**src/rtl/dft_pkg.sv**
```systemverilog
// Constants and types shared by the DFT history writer, history reader and DFT core.
package dft_pkg;

  localparam int HIST_SIZE = 28;
  localparam int WORD_W    = 32;

  typedef enum logic {
    IDLE,
    STREAM
  } rd_state_e;

  // Entry i of a HIST_SIZE-entry flat history bus; entry 0 is the oldest.
  function automatic logic [WORD_W-1:0] flat_sel(
    input logic [HIST_SIZE*WORD_W-1:0] flat,
    input int unsigned                 i
  );
    return flat[i*WORD_W +: WORD_W];
  endfunction

endpackage

```
**src/rtl/history_window_reader_if.sv**
```systemverilog
// Stream bus from the history reader to the DFT accumulator (valid/ready).
interface history_window_reader_if #(
  parameter int WORD_W = 32,
  parameter int IDX_W  = 5
);
  logic [WORD_W-1:0] out_data;
  logic [IDX_W-1:0]  out_idx;
  logic              out_last;
  logic              out_valid;
  logic              out_ready;

  modport master (output out_data, out_idx, out_last, out_valid, input out_ready);
  modport slave  (input out_data, out_idx, out_last, out_valid, output out_ready);
endinterface

```
**src/rtl/history_snapshot_buf.sv**
```systemverilog
// SIZE x WORD_W snapshot register bank with a stream-order read mux.
module history_snapshot_buf #(
  parameter int SIZE   = 28,
  parameter int WORD_W = 32,
  parameter int IDX_W  = $clog2(SIZE)
) (
  input  logic                   clk,
  input  logic                   rstn,
  input  logic                   load,
  input  logic [SIZE*WORD_W-1:0] hist_flat,
  input  logic                   rev,
  input  logic [IDX_W-1:0]       idx,
  output logic [WORD_W-1:0]      data
);

  localparam logic [IDX_W-1:0] LAST_IDX = IDX_W'(SIZE - 1);

  logic [SIZE-1:0][WORD_W-1:0] snap;
  logic [IDX_W-1:0]            sel;

  for (genvar g = 0; g < SIZE; g++) begin : g_entry
    always_ff @(posedge clk or negedge rstn) begin
      if (!rstn)     snap[g] <= '0;
      else if (load) snap[g] <= hist_flat[g*WORD_W +: WORD_W];
    end
  end

  // Stream position maps to the mirrored slot when reading newest first.
  assign sel  = rev ? (LAST_IDX - idx) : idx;
  assign data = snap[sel];

endmodule

```
**src/rtl/history_window_reader.sv**
```systemverilog
// Snapshots the history window on start and streams it one entry per handshake.
module history_window_reader #(
  parameter int SIZE   = dft_pkg::HIST_SIZE,
  parameter int WORD_W = dft_pkg::WORD_W,
  parameter int IDX_W  = $clog2(SIZE)
) (
  input  logic                     clk,
  input  logic                     rstn,
  input  logic [SIZE*WORD_W-1:0]   hist_flat,
  input  logic                     start,
  input  logic                     newest_first,
  input  logic                     clr_overrun,
  history_window_reader_if.master  bus,
  output logic                     busy,
  output logic                     done,
  output logic                     overrun
);
  import dft_pkg::*;

  localparam logic [IDX_W-1:0] LAST_IDX = IDX_W'(SIZE - 1);

  rd_state_e         state, state_nxt;
  logic [IDX_W-1:0]  idx_q, idx_nxt;
  logic              rev_q, rev_nxt;
  logic              load, reject;
  logic              valid, is_last, fire;
  logic [WORD_W-1:0] buf_data;

  assign valid   = (state == STREAM);
  assign is_last = valid && (idx_q == LAST_IDX);
  assign fire    = valid && bus.out_ready;

  always_ff @(posedge clk or negedge rstn) begin
    if (!rstn) begin
      state <= IDLE;
      idx_q <= '0;
      rev_q <= 1'b0;
    end else begin
      state <= state_nxt;
      idx_q <= idx_nxt;
      rev_q <= rev_nxt;
    end
  end

  always_comb begin
    state_nxt = state;
    idx_nxt   = idx_q;
    rev_nxt   = rev_q;
    load      = 1'b0;
    reject    = 1'b0;
    case (state)
      IDLE: begin
        if (start) begin
          state_nxt = STREAM;
          idx_nxt   = '0;
          rev_nxt   = newest_first;
          load      = 1'b1;
        end
      end
      STREAM: begin
        if (fire && is_last) begin
          idx_nxt = '0;
          // A start on the final transfer chains straight into the next window.
          if (start) begin
            rev_nxt = newest_first;
            load    = 1'b1;
          end else begin
            state_nxt = IDLE;
          end
        end else begin
          if (fire)  idx_nxt = idx_q + 1'b1;
          if (start) reject  = 1'b1;
        end
      end
      default: state_nxt = IDLE;
    endcase
  end

  always_ff @(posedge clk or negedge rstn) begin
    if (!rstn) begin
      done    <= 1'b0;
      overrun <= 1'b0;
    end else begin
      done <= fire && is_last;
      if (reject)           overrun <= 1'b1;
      else if (clr_overrun) overrun <= 1'b0;
    end
  end

  history_snapshot_buf #(
    .SIZE   (SIZE),
    .WORD_W (WORD_W),
    .IDX_W  (IDX_W)
  ) u_snap (
    .clk       (clk),
    .rstn      (rstn),
    .load      (load),
    .hist_flat (hist_flat),
    .rev       (rev_q),
    .idx       (idx_q),
    .data      (buf_data)
  );

  assign bus.out_valid = valid;
  assign bus.out_idx   = idx_q;
  assign bus.out_last  = is_last;
  assign bus.out_data  = valid ? buf_data : '0;
  assign busy          = valid;

endmodule

```
**src/flat_wrapper.sv**
```systemverilog
// flat-port wrapper written by rule: the top's interface ports become plain ports
module history_window_reader_flat import dft_pkg::*;
#(
  parameter int SIZE   = dft_pkg::HIST_SIZE,
  parameter int WORD_W = dft_pkg::WORD_W,
  parameter int IDX_W  = $clog2(SIZE)
)
  (clk, rstn, hist_flat, start, newest_first, clr_overrun, busy, done, overrun, bus_out_data, bus_out_idx, bus_out_last, bus_out_valid, bus_out_ready);
  history_window_reader_if #(.WORD_W(WORD_W), .IDX_W(IDX_W)) bus_i ();
  input  logic clk;
  input  logic rstn;
  input  logic [SIZE*WORD_W-1:0] hist_flat;
  input  logic start;
  input  logic newest_first;
  input  logic clr_overrun;
  output logic busy;
  output logic done;
  output logic overrun;
  output wire logic [$bits(bus_i.out_data)-1:0] bus_out_data;
  output wire logic [$bits(bus_i.out_idx)-1:0] bus_out_idx;
  output wire logic [$bits(bus_i.out_last)-1:0] bus_out_last;
  output wire logic [$bits(bus_i.out_valid)-1:0] bus_out_valid;
  input wire logic [$bits(bus_i.out_ready)-1:0] bus_out_ready;
  assign bus_out_data = bus_i.out_data;
  assign bus_out_idx = bus_i.out_idx;
  assign bus_out_last = bus_i.out_last;
  assign bus_out_valid = bus_i.out_valid;
  assign bus_i.out_ready = bus_out_ready;
  history_window_reader #(.SIZE(SIZE), .WORD_W(WORD_W), .IDX_W(IDX_W)) u_core (.clk(clk), .rstn(rstn), .hist_flat(hist_flat), .start(start), .newest_first(newest_first), .clr_overrun(clr_overrun), .bus(bus_i), .busy(busy), .done(done), .overrun(overrun));
endmodule
```
**config.mk**
```make
export PLATFORM = sky130hd
export DESIGN_NAME = history_window_reader_flat
export DESIGN_NICKNAME = d
export VERILOG_FILES = /design/src/rtl/dft_pkg.sv /design/src/rtl/history_window_reader_if.sv /design/src/rtl/history_snapshot_buf.sv /design/src/rtl/history_window_reader.sv /design/src/flat_wrapper.sv
export SDC_FILE = /design/constraint.sdc
export NUM_CORES = 1
export LEC_CHECK = 0
export ABC_AREA = 1
export CORE_AREA = 2 2 365 367
export DETAILED_ROUTE_END_ITERATION = 10
export DIE_AREA = 0 0 367 369
export MAX_ROUTING_LAYER = met4
export PLACE_DENSITY = 0.65
export SYNTH_ARGS = -nofsm -noshare
export SYNTH_HDL_FRONTEND = slang
export SYNTH_HIERARCHICAL = 1
export SYNTH_SLANG_ARGS = --single-unit
```
**constraint.sdc**
```tcl
create_clock -name clk -period 2.6 [get_ports clk]
set_input_delay 0.52 -clock clk [delete_from_list [all_inputs] [get_ports clk]]
set_output_delay 0.52 -clock clk [all_outputs]
set_load 0.02 [all_outputs]
```
Yosys cells after proc, flatten, opt, wreduce, memory -nomap -nowiden
Cells that the tools add are included.
- bits in registers: 905
- output and inout bits: 42
- word-level logic and storage cells: 66
- $add $sub $neg: 2
- $lt $le $gt $ge: 1
- equality and inequality tests: 4
- multiplexer cells: 20
- bitwise logic cells: 1
- reduce and logical (&&, ||, !) cells: 5
- operator list (cell ; count):
    $bmux W32 S5 ; 1
    $mux W32 ; 2
    $mux W5 ; 4
    $pmux W5 S2 ; 1
    $mux W1 ; 9
    $lt A5 B6 Y1 const B ; 1
    $pmux W1 S2 ; 3
    $add A5 B1 Y5 const B ; 1
    $eq A5 B5 Y1 const B ; 1
    $sub A5 B5 Y5 const A ; 1
    $ne A2 B2 Y1 const B ; 2
    $logic_and A1 B1 Y1 ; 3
    $ne A3 B3 Y1 const B ; 1
    $reduce_and A2 Y1 ; 1
    $reduce_bool A2 Y1 ; 1
    $not A1 Y1 ; 1

Longest topological paths before layout
Gate-level depths: netlist (run 1).
- depth in word-level cells: 6
- depth in mapped cells: 16
- depth with buffers taken out: 13

Cells and area by module
Netlist (run 1), hierarchy kept.
- modules (own cells, without submodules) (module ; times used ; cells each ; area each (µm²) ; seq. area each (µm²)):
    history_snapshot_buf ; 1 ; 5327 ; 43106.3 ; 22421.5
    history_window_reader ; 1 ; 131 ; 773.2 ; 225.2

Worst setup path before layout (run 1)
OpenSTA, ideal clock, no wires.
- kind: register to output
- start point: register u_core.idx_q[2] (netlist: u_core/bus.out_idx[2])
- end point: output port bus_out_data[16]
- arrival time: 2.137 ns
- required time: 2.080 ns
- setup slack: -0.057 ns
- cell stages (with the launch flop): 15
- path buffers: 2
- cell sequence: dfrtp_1 > ha_1 > nand2_1 > o21ai_1 > nor2_1 > buf_2 > buf_1 > nand3_1 > nand2_1 > inv_1 > nand2_1 > nand2_1 > inv_1 > nand2_1 > inv_1
- longest elaborated chain between the ends: 5
- ends and longest elaborated chain (element ; line ; text):
    start: declaration ; history_window_reader.sv:23 ; logic [IDX_W-1:0] idx_q, idx_nxt;
    start signal: assignment ; history_window_reader.sv:40 ; idx_q <= idx_nxt;
    $sub A5 B5 Y5 ; history_snapshot_buf.sv:29 ; assign sel = rev ? (LAST_IDX - idx) : idx;
    $mux W5 (*) ; history_snapshot_buf.sv:29 ;
    $bmux W32 S5 (*) ; history_snapshot_buf.sv:30 ; assign data = snap[sel];
    $mux W32 (not written as such) (*) ; history_snapshot_buf.sv:30 ;
    named net u_core.buf_data[16] ; history_window_reader.sv:27 ; logic [WORD_W-1:0] buf_data;
    $mux W32 (*) ; history_window_reader.sv:107 ; assign bus.out_data = valid ? buf_data : '0;
    end: declaration ; flat_wrapper.sv:19 ; output wire logic [$bits(bus_i.out_data)-1:0] bus_out_data;
The timed path passes the listed nets; every way through them passes the cells marked *. The select of a mux whose other input is x is not followed.

Worst setup path after layout (run 1)
- start point: register u_core.rev_q
- end point: output port bus_out_data[8]
- longest elaborated chain between the ends: 4
- ends and longest elaborated chain (element ; line ; text):
    start: declaration ; history_window_reader.sv:24 ; logic rev_q, rev_nxt;
    start signal: assignment ; history_window_reader.sv:41 ; rev_q <= rev_nxt;
    $mux W5 ; history_snapshot_buf.sv:29 ;
    $bmux W32 S5 ; history_snapshot_buf.sv:30 ;
    $mux W32 (not written as such) ; history_snapshot_buf.sv:30 ;
    named net u_core.buf_data[8] ; history_window_reader.sv:27 ;
    $mux W32 ; history_window_reader.sv:107 ;
The timed path passes the listed nets, and every way through them passes these cells. The select of a mux whose other input is x is not followed.

==> results of run 1 <==
## critical path, cell delays in order (launching register included)
cell and delay [ns]:
dfrtp_2 0.48, buf_12 0.17, xor2_4 0.17, buf_12 0.16, buf_16 0.16, buf_12 0.13, o21ai_0 0.09, nor2_1 0.21
nor2_1 0.11, nor2_2 0.13, buf_6 0.15, nor2_4 0.07, nor2_4 0.13, buf_6 0.10, nand2_2 0.04, inv_2 0.05
buf_6 0.11
## per-stage QoR
| step | setup WS, ns | hold WS (ns) | cell area, um^2 |
|---|---|---|---|
| 4_1_cts | -1.18 | 0.267 | 64500 |
| 2_1_floorplan | 0.0224 | 0.224 | 43900 |
| 6_report | -1.16 | 0.277 | 67100 |
| 5_1_grt | -1.25 | 0.286 | 67100 |
| 3_5_place_dp | -1.13 | 0.449 | 57500 |
| 3_3_place_gp | -1.12 | 0.449 | 57500 |
## repair_timing
action	in CTS	in global routing
endpoints found under the hold margin	25	0
pin swaps	89	85
hold buffers	1	0
endpoints found under the setup margin	615	125
gates resized for setup	616	280
gates cloned	21	36
setup buffers	66	68
## cell type report
type	instances	share of cell area, %
inverter	741	4.16
tap	1755	3.27
sequential	905	33.7
clock buffer	156	4.60
timing repair buffer	1440	24.7
clock inverter	32	0.518
antenna	61	0.227
multi-input combinational	3448	28.8
## cells by family after synthesis
group / synth area share (%)
flip-flops: 51.6
AO/OA/AOI/OAI: 7.59
multiplexers: 6.93
adder cells (fa/ha/maj): 0.0570
XOR/XNOR: 0.114
buffers and inverters: 9.89
AND/OR/NAND/NOR: 23.8
## sequential cells by signal, summed over array words and instances (netlist names)
| signal | flops |
|---|---|
| u_core/overrun | 1 |
| u_core/done | 1 |
| u_core/bus.out_valid | 1 |
| u_core/u_snap/snap | 896 |
| u_core/rev_q | 1 |
| u_core/bus.out_idx | 5 |
## power breakdown
part           leakage, nW  total (mW)  switching, mW  internal [mW]
Combinational         18.4        64.8           38.3           26.4
Sequential            10.6        23.7           2.66           21.1
Clock                 1.70        15.0           6.24           8.76
Total                 30.6         104           47.2           56.3
## cells in the mapped netlist
cell type / instances
xnor2_2: 1
buf_1: 35
nor2_1: 71
nand2_4: 2
buf_2: 134
inv_2: 5
nand2_1: 1639
ha_1: 2
buf_6: 1
nor2_2: 1
buf_4: 5
a21oi_2: 2
nand3_2: 2
xor2_1: 2
nand4_1: 2
dfrtp_1: 905
nand2_2: 4
mux2_2: 270
inv_1: 736
or2_2: 1
o21ai_0: 636
nand3_1: 786
a21oi_1: 25
xor2_2: 1
clkbuf_1: 189
o21ai_1: 1
## final timing paths
kind	to	slack [ns]	depth (start not counted)	start
max	bus_out_data[8]	-1.16	16	u_core/rev_q
min	u_core/u_snap/snap[469]	0.28	2	rstn
max reg2reg	u_core/u_snap/snap[354]	-0.25	13	u_core/bus.out_idx[2]
min reg2reg	u_core/u_snap/snap[801]	0.51	1	u_core/u_snap/snap[801]
max in group asynchronous	u_core/u_snap/snap[17]	1.28	3	rstn
min in group clk	u_core/u_snap/snap[627]	0.34	3	hist_flat[627]
## routing by layer
layer | vias up | track usage [%] | wire (um)
met5 | - | - | 0
met4 | 0 | 16.2 | 11800
met3 | 475 | 6.24 | 19000
met2 | 2346 | 47.2 | 99900
met1 | 21394 | 38.6 | 84700
li1 | 19677 | - | -
==> qor.yml, run 1 <==
synth_top_cell_area_share_pct: 51.6
yosys.area.top_type: "dfrtp_1"
synth_cell_type_count: 26
multiInputGateArea_um2: 19300
post_synth_main_area_contributors: "dfrtp_1 (52%), nand2_1 (14%), nand3_1 (9.0%)"
cts_tree: "built"
tightestPinTransition_ns: 0.635
die_height_um: 369
port_buffers: 943
seqCellArea_um2: 22700
max_freq_mhz: 266
maxSlewHeadroom_pct: 57.7
die-area_um2: 135000
status: "finished, violations left"
ios: 944
drcViolationCount: 0
gp_routability_congestion: 0.997
synthesis.area_um2: 43900
cts_inserted_buffers: 102
p_leak_nw: 30.6
antenna_violations_before_repair: 74
cts.root.buffer_cell: "clkbuf_16"
synth.avg_cell_area_um2: 8.04
critPathCaptureType: "output pin"
setup.worst_path.start_class: "flip-flop"
postSynthRegisterBits: 905
first_global_vias: 43023
clkSlewWorstSetupHoldPaths_ns: 0.06
worstPathArrival_ns: 3.24
grt_usage_pct: 30.9
mostFrequentLayoutCells: "nand2_1 (1,540), clkdlybuf4s50_1 (902), dfrtp_1 (901), inv_1 (689), o21ai_0 (625)"
maxCapViolations: 0
routed_wl_um: 215000
instances_no_fill: 8538
drive_above_1_share_pct: 21.1
yosys_warnings: 6
setup_violations_final: 716
detailed_routing_iteration_count_for_the_pre_antenna_repair_pass: 8
hpwlAfterDp_um: 158000
drt-initial-drc-count: 5020
area_growth_from_synthesis_to_final_layout_pct: 53.0
antenna_left: 0
final_net_count: 7542
overflow: 0
max_ir_drop_vdd_v: 0.00137
rsz_0062_raised_after_global_routing: "true"
post-route-min-period_ns: 3.76
maximum_number_of_pins_on_one_net_before_global_route_repair: 100
syn-num-nets: 6362
coreArea_um2: 131000
fin_worst_skew_ns: 0.0248
post-layout-total-power_mw: 104
routedWlPerCell_um: 25.2
total_of_fill_cells_in_the_finished_design: 12117
syn_inst: 5458
placement_rows: 133
mostFrequentLayoutCell: "nand2_1"
clock_sink_count: 905
synth-seq-area-share_pct: 51.6
floorplan.initialDensity_pct: 33.5
violations: "negative setup slack"
fin_setup_tns_ns: -95.01
grt_pass1_wl_um: 296000
worst-setup-path-type: "reg2out"
hp-class: "in2async"
final_core_utilization_pct: 51.2
width_of_the_die_um: 367
post-route-worst-setup-slack_ns: -1.16
htree_levels: 3
power_density_nw_per_um2: 1540
maxSlewViolCount: 0
avgViaCountPerCell: 5.14
report.final.hold_viol_count: 0
clock_insertion_delay_at_the_later_pin_of_the_skew_report_ns: 0.72
final.period_utilization_pct: 145
placedCellCount: 8106
route.vias.total: 43892
path_max_fanout: 6
cts_buffer_depth: 3
critPathRequiredTime_ns: 2.08
Note: power is estimated with default switching activity, not from simulation.
==> inputs of run 2 (changes only) <==
- CTS_CLUSTER_SIZE: unset -> 28
==> results of run 2 <==
The final DEF is identical to that of run 1; final timing and power are the same.
